File: config.mk
export PLATFORM = sky130hd
export DESIGN_NAME = mbr_sector_parser
export DESIGN_NICKNAME = d
export VERILOG_FILES = /design/src/rtl/mbr_sector_parser.sv
export SDC_FILE = /design/constraint.sdc
export NUM_CORES = 1
export LEC_CHECK = 0
export BUFFER_PORTS_ARGS = -buffer_cell sky130_fd_sc_hd__buf_2
export CORE_MARGIN = 4
export CORE_UTILIZATION = 55
export DETAILED_ROUTE_END_ITERATION = 8
export GPL_TIMING_DRIVEN = 0
export PLACE_DENSITY = 0.88
export SYNTH_ARGS = -nofsm -noshare
export SYNTH_HDL_FRONTEND = slang
export SYNTH_SLANG_ARGS = --single-unit
export TNS_END_PERCENT = 5
File: constraint.sdc
create_clock -name clock -period 15.7 [get_ports clock]
set_clock_uncertainty 0.2 [all_clocks]
set_input_delay 1.57 -clock clock [delete_from_list [all_inputs] [get_ports clock]]
set_output_delay 1.57 -clock clock [all_outputs]
set_load 0.02 [all_outputs]
File: src/rtl/mbr_sector_parser.sv
// MBR sector parser: fetches one sector, captures the four primary
// partition start LBAs and type bytes, and validates the 55 AA signature.
// Ports: clock/reset; io_Start command; io_Busy status; sector request
// handshake (io_SectorReq/io_SectorLBA/io_SectorAck); byte stream
// (io_DataValid/io_Data/io_DataReady); results io_Done, io_Valid,
// io_Error, io_Partition1Start..io_Partition4Start, io_PartitionTypes.
module mbr_sector_parser #(
    parameter logic [31:0] MBR_LBA        = 32'd0,
    parameter int unsigned TIMEOUT_CYCLES = 1000000
) (
    input  logic        clock,
    input  logic        reset,
    input  logic        io_Start,
    output logic        io_Busy,
    output logic        io_SectorReq,
    output logic [31:0] io_SectorLBA,
    input  logic        io_SectorAck,
    input  logic        io_DataValid,
    input  logic [7:0]  io_Data,
    output logic        io_DataReady,
    output logic        io_Done,
    output logic        io_Valid,
    output logic        io_Error,
    output logic [31:0] io_Partition1Start,
    output logic [31:0] io_Partition2Start,
    output logic [31:0] io_Partition3Start,
    output logic [31:0] io_Partition4Start,
    output logic [31:0] io_PartitionTypes
);

    localparam int TW = $clog2(TIMEOUT_CYCLES + 1);
    // Fires on the idle cycle that would bring the counter to TIMEOUT_CYCLES.
    localparam logic [TW-1:0] T_LAST = TW'(TIMEOUT_CYCLES - 1);

    typedef enum logic [2:0] {
        S_IDLE,
        S_REQ,
        S_RECV,
        S_COMMIT,
        S_DONE
    } state_t;

    state_t         state;
    logic           busy;
    logic           req;
    logic           ready;
    logic           done;
    logic           valid;
    logic           error;
    logic [31:0]    part_q [4];
    logic [31:0]    types_q;
    logic [31:0]    sh_start [4];
    logic [7:0]     sh_type [4];
    logic           sig_ok;
    logic [9:0]     bcnt;
    logic [TW-1:0]  tcnt;
    logic           accept;

    assign accept = (state == S_RECV) && ready && io_DataValid;

    always_ff @(posedge clock or posedge reset) begin
        if (reset) begin
            state   <= S_IDLE;
            busy    <= 1'b0;
            req     <= 1'b0;
            ready   <= 1'b0;
            done    <= 1'b0;
            valid   <= 1'b0;
            error   <= 1'b0;
            types_q <= '0;
            sig_ok  <= 1'b0;
            bcnt    <= '0;
            tcnt    <= '0;
            for (int i = 0; i < 4; i++) begin
                part_q[i]   <= '0;
                sh_start[i] <= '0;
                sh_type[i]  <= '0;
            end
        end else begin
            unique case (state)
                S_IDLE: begin
                    bcnt   <= '0;
                    tcnt   <= '0;
                    sig_ok <= 1'b0;
                    for (int i = 0; i < 4; i++) begin
                        sh_start[i] <= '0;
                        sh_type[i]  <= '0;
                    end
                    if (io_Start) begin
                        state <= S_REQ;
                        busy  <= 1'b1;
                        req   <= 1'b1;
                        valid <= 1'b0;
                        error <= 1'b0;
                    end
                end
                S_REQ: begin
                    if (io_SectorAck) begin
                        state <= S_RECV;
                        req   <= 1'b0;
                        ready <= 1'b1;
                        tcnt  <= '0;
                    end else if (tcnt == T_LAST) begin
                        state   <= S_DONE;
                        req     <= 1'b0;
                        done    <= 1'b1;
                        error   <= 1'b1;
                        valid   <= 1'b0;
                        types_q <= '0;
                        for (int i = 0; i < 4; i++) part_q[i] <= '0;
                    end else begin
                        tcnt <= tcnt + 1'b1;
                    end
                end
                S_RECV: begin
                    // An accepted byte always beats a coincident timeout.
                    if (accept) begin
                        tcnt <= '0;
                        bcnt <= bcnt + 10'd1;
                        for (int i = 0; i < 4; i++) begin
                            if (bcnt == 10'(450 + 16 * i))
                                sh_type[i] <= io_Data;
                            for (int j = 0; j < 4; j++)
                                if (bcnt == 10'(454 + 16 * i + j))
                                    sh_start[i][8*j +: 8] <= io_Data;
                        end
                        if (bcnt == 10'd510)
                            sig_ok <= (io_Data == 8'h55);
                        if (bcnt == 10'd511) begin
                            sig_ok <= sig_ok && (io_Data == 8'hAA);
                            state  <= S_COMMIT;
                            ready  <= 1'b0;
                        end
                    end else if (tcnt == T_LAST) begin
                        state   <= S_DONE;
                        ready   <= 1'b0;
                        done    <= 1'b1;
                        error   <= 1'b1;
                        valid   <= 1'b0;
                        types_q <= '0;
                        for (int i = 0; i < 4; i++) part_q[i] <= '0;
                    end else begin
                        tcnt <= tcnt + 1'b1;
                    end
                end
                S_COMMIT: begin
                    state <= S_DONE;
                    done  <= 1'b1;
                    if (sig_ok) begin
                        valid   <= 1'b1;
                        types_q <= {sh_type[3], sh_type[2],
                                    sh_type[1], sh_type[0]};
                        for (int i = 0; i < 4; i++) part_q[i] <= sh_start[i];
                    end else begin
                        error   <= 1'b1;
                        types_q <= '0;
                        for (int i = 0; i < 4; i++) part_q[i] <= '0;
                    end
                end
                S_DONE: begin
                    state <= S_IDLE;
                    done  <= 1'b0;
                    busy  <= 1'b0;
                end
                default: state <= S_IDLE;
            endcase
        end
    end

    assign io_Busy            = busy;
    assign io_SectorReq       = req;
    assign io_SectorLBA       = MBR_LBA;
    assign io_DataReady       = ready;
    assign io_Done            = done;
    assign io_Valid           = valid;
    assign io_Error           = error;
    assign io_Partition1Start = part_q[0];
    assign io_Partition2Start = part_q[1];
    assign io_Partition3Start = part_q[2];
    assign io_Partition4Start = part_q[3];
    assign io_PartitionTypes  = types_q;

endmodule

==> results.md <==
- Largest net degree at the start of global routing: 131
- Post-synth EDFFs: 0
- TritonCTS Buffers: 37
- Hold Path Cell Cnt: 1
- Grt ovf: 0
- DP Worst Slack: 11720 ps
- Die width: 173.1 um
- Worst VDD drop: 0.07426 mV
- Critical R2R Capture: io_Partition3Start[25]
- Share of cells above drive strength 1: 0.2020
- Mean Syn Cell Area: 12.08 um2
- WP data arrival: 3770 ps
- Final antenna-violating net count: 0
- Endpoints failing setup: 0
- HP Class: reg2reg
- Final Hold Viols: 0
- Slowest stage cell, crit path: a21boi_2
- CTS root buffer: clkbuf_16
- CTS tree: yes
- Routed len/inst: 21.61 um
- Fin crit period: 3571 ps
- Max-cap violation count: 0
- Fin Setup TNS: 0 ps
- PostCTS Resize Cnt: 0
- HPWL after DPL: 27110 um
- Synthesis-to-layout area growth: 17.28%
- Post-Syn Area: 14990 um2
- HP Start: sh_start[10]
- Critical path fanouts, max: 10
- H-tree depth: 2
- Headroom to the max-slew limit: 0.1173
- Hold buffers post-CTS: 0
- Synth top cells by count: 360 x dfrtp_1, 200 x nand2_1, 163 x mux2i_1
- Fillers: 1965
- Worst-path cell chain: buf_2, a21boi_2, a21o_1, a41oi_2, buf_2, buf_2, a22o_1
- Library cells used by synthesis: 69
- Final worst slack: 12130 ps
- Core ar.: 26880 um2
- Worst-path clk slew: 60 ps
- Cell Rows: 60
- DR pass1 iterations: 5
- Port buffer count: 177
- Status: finished, final reports clean
- Unrepaired setup endpoints after global routing: false
- Slew Viols, Final: 0
- WS Path Type: in2reg
- Post-CTS setup repair buffer count: 0
- Final wirelength: 40010 um
- Hold EP: io_Partition4Start[10]
- GRT Overall Usage: 0.2647
- CTS Sinks: 360
- Reg-to-Reg Start: tcnt[0]
- Reg2reg path depth: 8
- Initial antenna violation count: 0
- DRC: 0
- Synth area leader: dfrtp_1
- Via-to-Cell Ratio: 6.046
- Power Density: 126.0 nW/um2
- Clock Latency Late Sink: 510 ps
- Die ar.: 29960 um2
- Critical path launch point type: primary input
- First-pass GRT wire length: 63770 um
- Seq/Total Area, Yosys: 0.6009
- Top cells by area, synth: dfrtp_1 60%, mux2i_1 11%, a22o_1 9.4%
- Post-synth ARST share: 1.000
- F_max: 0.2800 GHz
- Synth top area share: 0.6009
- Iter 0 DRT Violations: 1229
- Final net count: 1508
- Die Y: 173.1 um
- Synth Flop Type: dfrtp_1
- I/O pin total: 211
- Slew @ Worst Pin: 1314 ps
- Clock buffer depth: 3
- Cells after Synth: 1241
- RePlAce Congestion: 0.9026
- Total number of vias: 11190
- Synth warnings: 0
- # diodes: 0
- Worst EP required: 15900 ps
- Worst setup EP type: flop
- Fin crit share: 0.2275
- Most common cell on crit path: buf_2
- Leakage: 9.210 nW
- Cell with the most instances after synthesis: dfrtp_1
- Number of global-route vias before repair: 11450
- Max incr delay on CP: 490 ps
- Starting Density: 0.5578
- Reg2reg setup slack: 12570 ps
- Synth Register Bits: 360
## worst max-delay path by stage
stage               cells past startpoint         start                      to
detailed placement                      7  io_DataValid  io_Partition1Start[10]
global placement                        2         reset             sh_type[12]
global route                            7  io_DataValid  io_Partition1Start[12]
CTS                                     7  io_DataValid  io_Partition1Start[29]
finish                                  7  io_DataValid  io_Partition3Start[25]
floorplan                               1         reset                 bcnt[0]
## worst max-delay path: cells and delay by family
kind,cells,cell delay [ps]
compound gates,4,1390
buf+inv,3,800
## metal layers
layer / vias up / wire [um] / GRT usage
met5: - / 0 / 0
met4: 0 / 1688 / 0.1011
met3: 122 / 2911 / 0.05400
met2: 526 / 19170 / 0.4336
met1: 5662 / 16240 / 0.3529
li1: 4882 / - / -
## cells by family after synthesis
logic type | count (synthesis) | share of synthesized area
xor gates and xnor gates | 6 | 0.003505
muxes | 164 | 0.1096
and+or+nand+nor | 319 | 0.1034
DFF | 360 | 0.6009
buffers and inverters | 143 | 0.04740
adders and majority gates | 5 | 0.004173
AOI/OAI and AO/OA | 243 | 0.1308
other | 1 | 0.0002501
## flip-flops by register name, summed over array words and instances (netlist names), 3 cells and up
name                flops
io_Partition3Start     32
tcnt                   20
bcnt                   10
sh_start              128
state                   3
io_Partition1Start     32
io_PartitionTypes      32
io_Partition2Start     32
io_Partition4Start     32
sh_type                32
## power breakdown
group,internal (mW),switching [mW]
sequential,0.940,0.0129
clock,0.466,0.349
combinational,0.0869,0.360
total,1.49,0.722
## area by class of cell
type                    count  area (um2)  share of cell area
plain buffers             129       658.1             0.03743
inverters                  14       60.06            0.003416
repair buffers            179       940.9             0.05351
multi-input cells         769        5389              0.3065
well taps                 341       426.7             0.02427
clock inverters             6       43.79            0.002491
flip-flops and latches    360        9009              0.5123
clock buffers              53        1056             0.06006
## layout by cell type (no fill, tap or decap), drive strengths merged, types with 10 or more instances in the layout
cell    Yosys  layout
nand4      16      16
o21ai      20      20
and3       10      10
conb        1      32
buf        63     242
a22o      161     161
a21oi      17      17
dfrtp     360     360
clkbuf     66     119
nand3      13      13
nand2     200     200
inv        14      17
nor2       19      19
mux2i     163     163
## through the flow
stage | util | cell area, um2 | cells | total power [mW] | hold WS (ps)
after global routing | 0.6542 | 17580 | 1851 | 2.297 | 298.6
after detailed placement | 0.6133 | 16480 | 1792 | 1.405 | 276.5
after global placement | 0.6110 | 16420 | 1790 | 1.391 | 271.1
after CTS | 0.6542 | 17580 | 1851 | 2.214 | 283.2
final | 0.6542 | 17580 | 1851 | 2.215 | 286.3
after floorplan | - | 15110 | 1272 | 1.246 | 265.7
(Power assumes the default switching activity.)
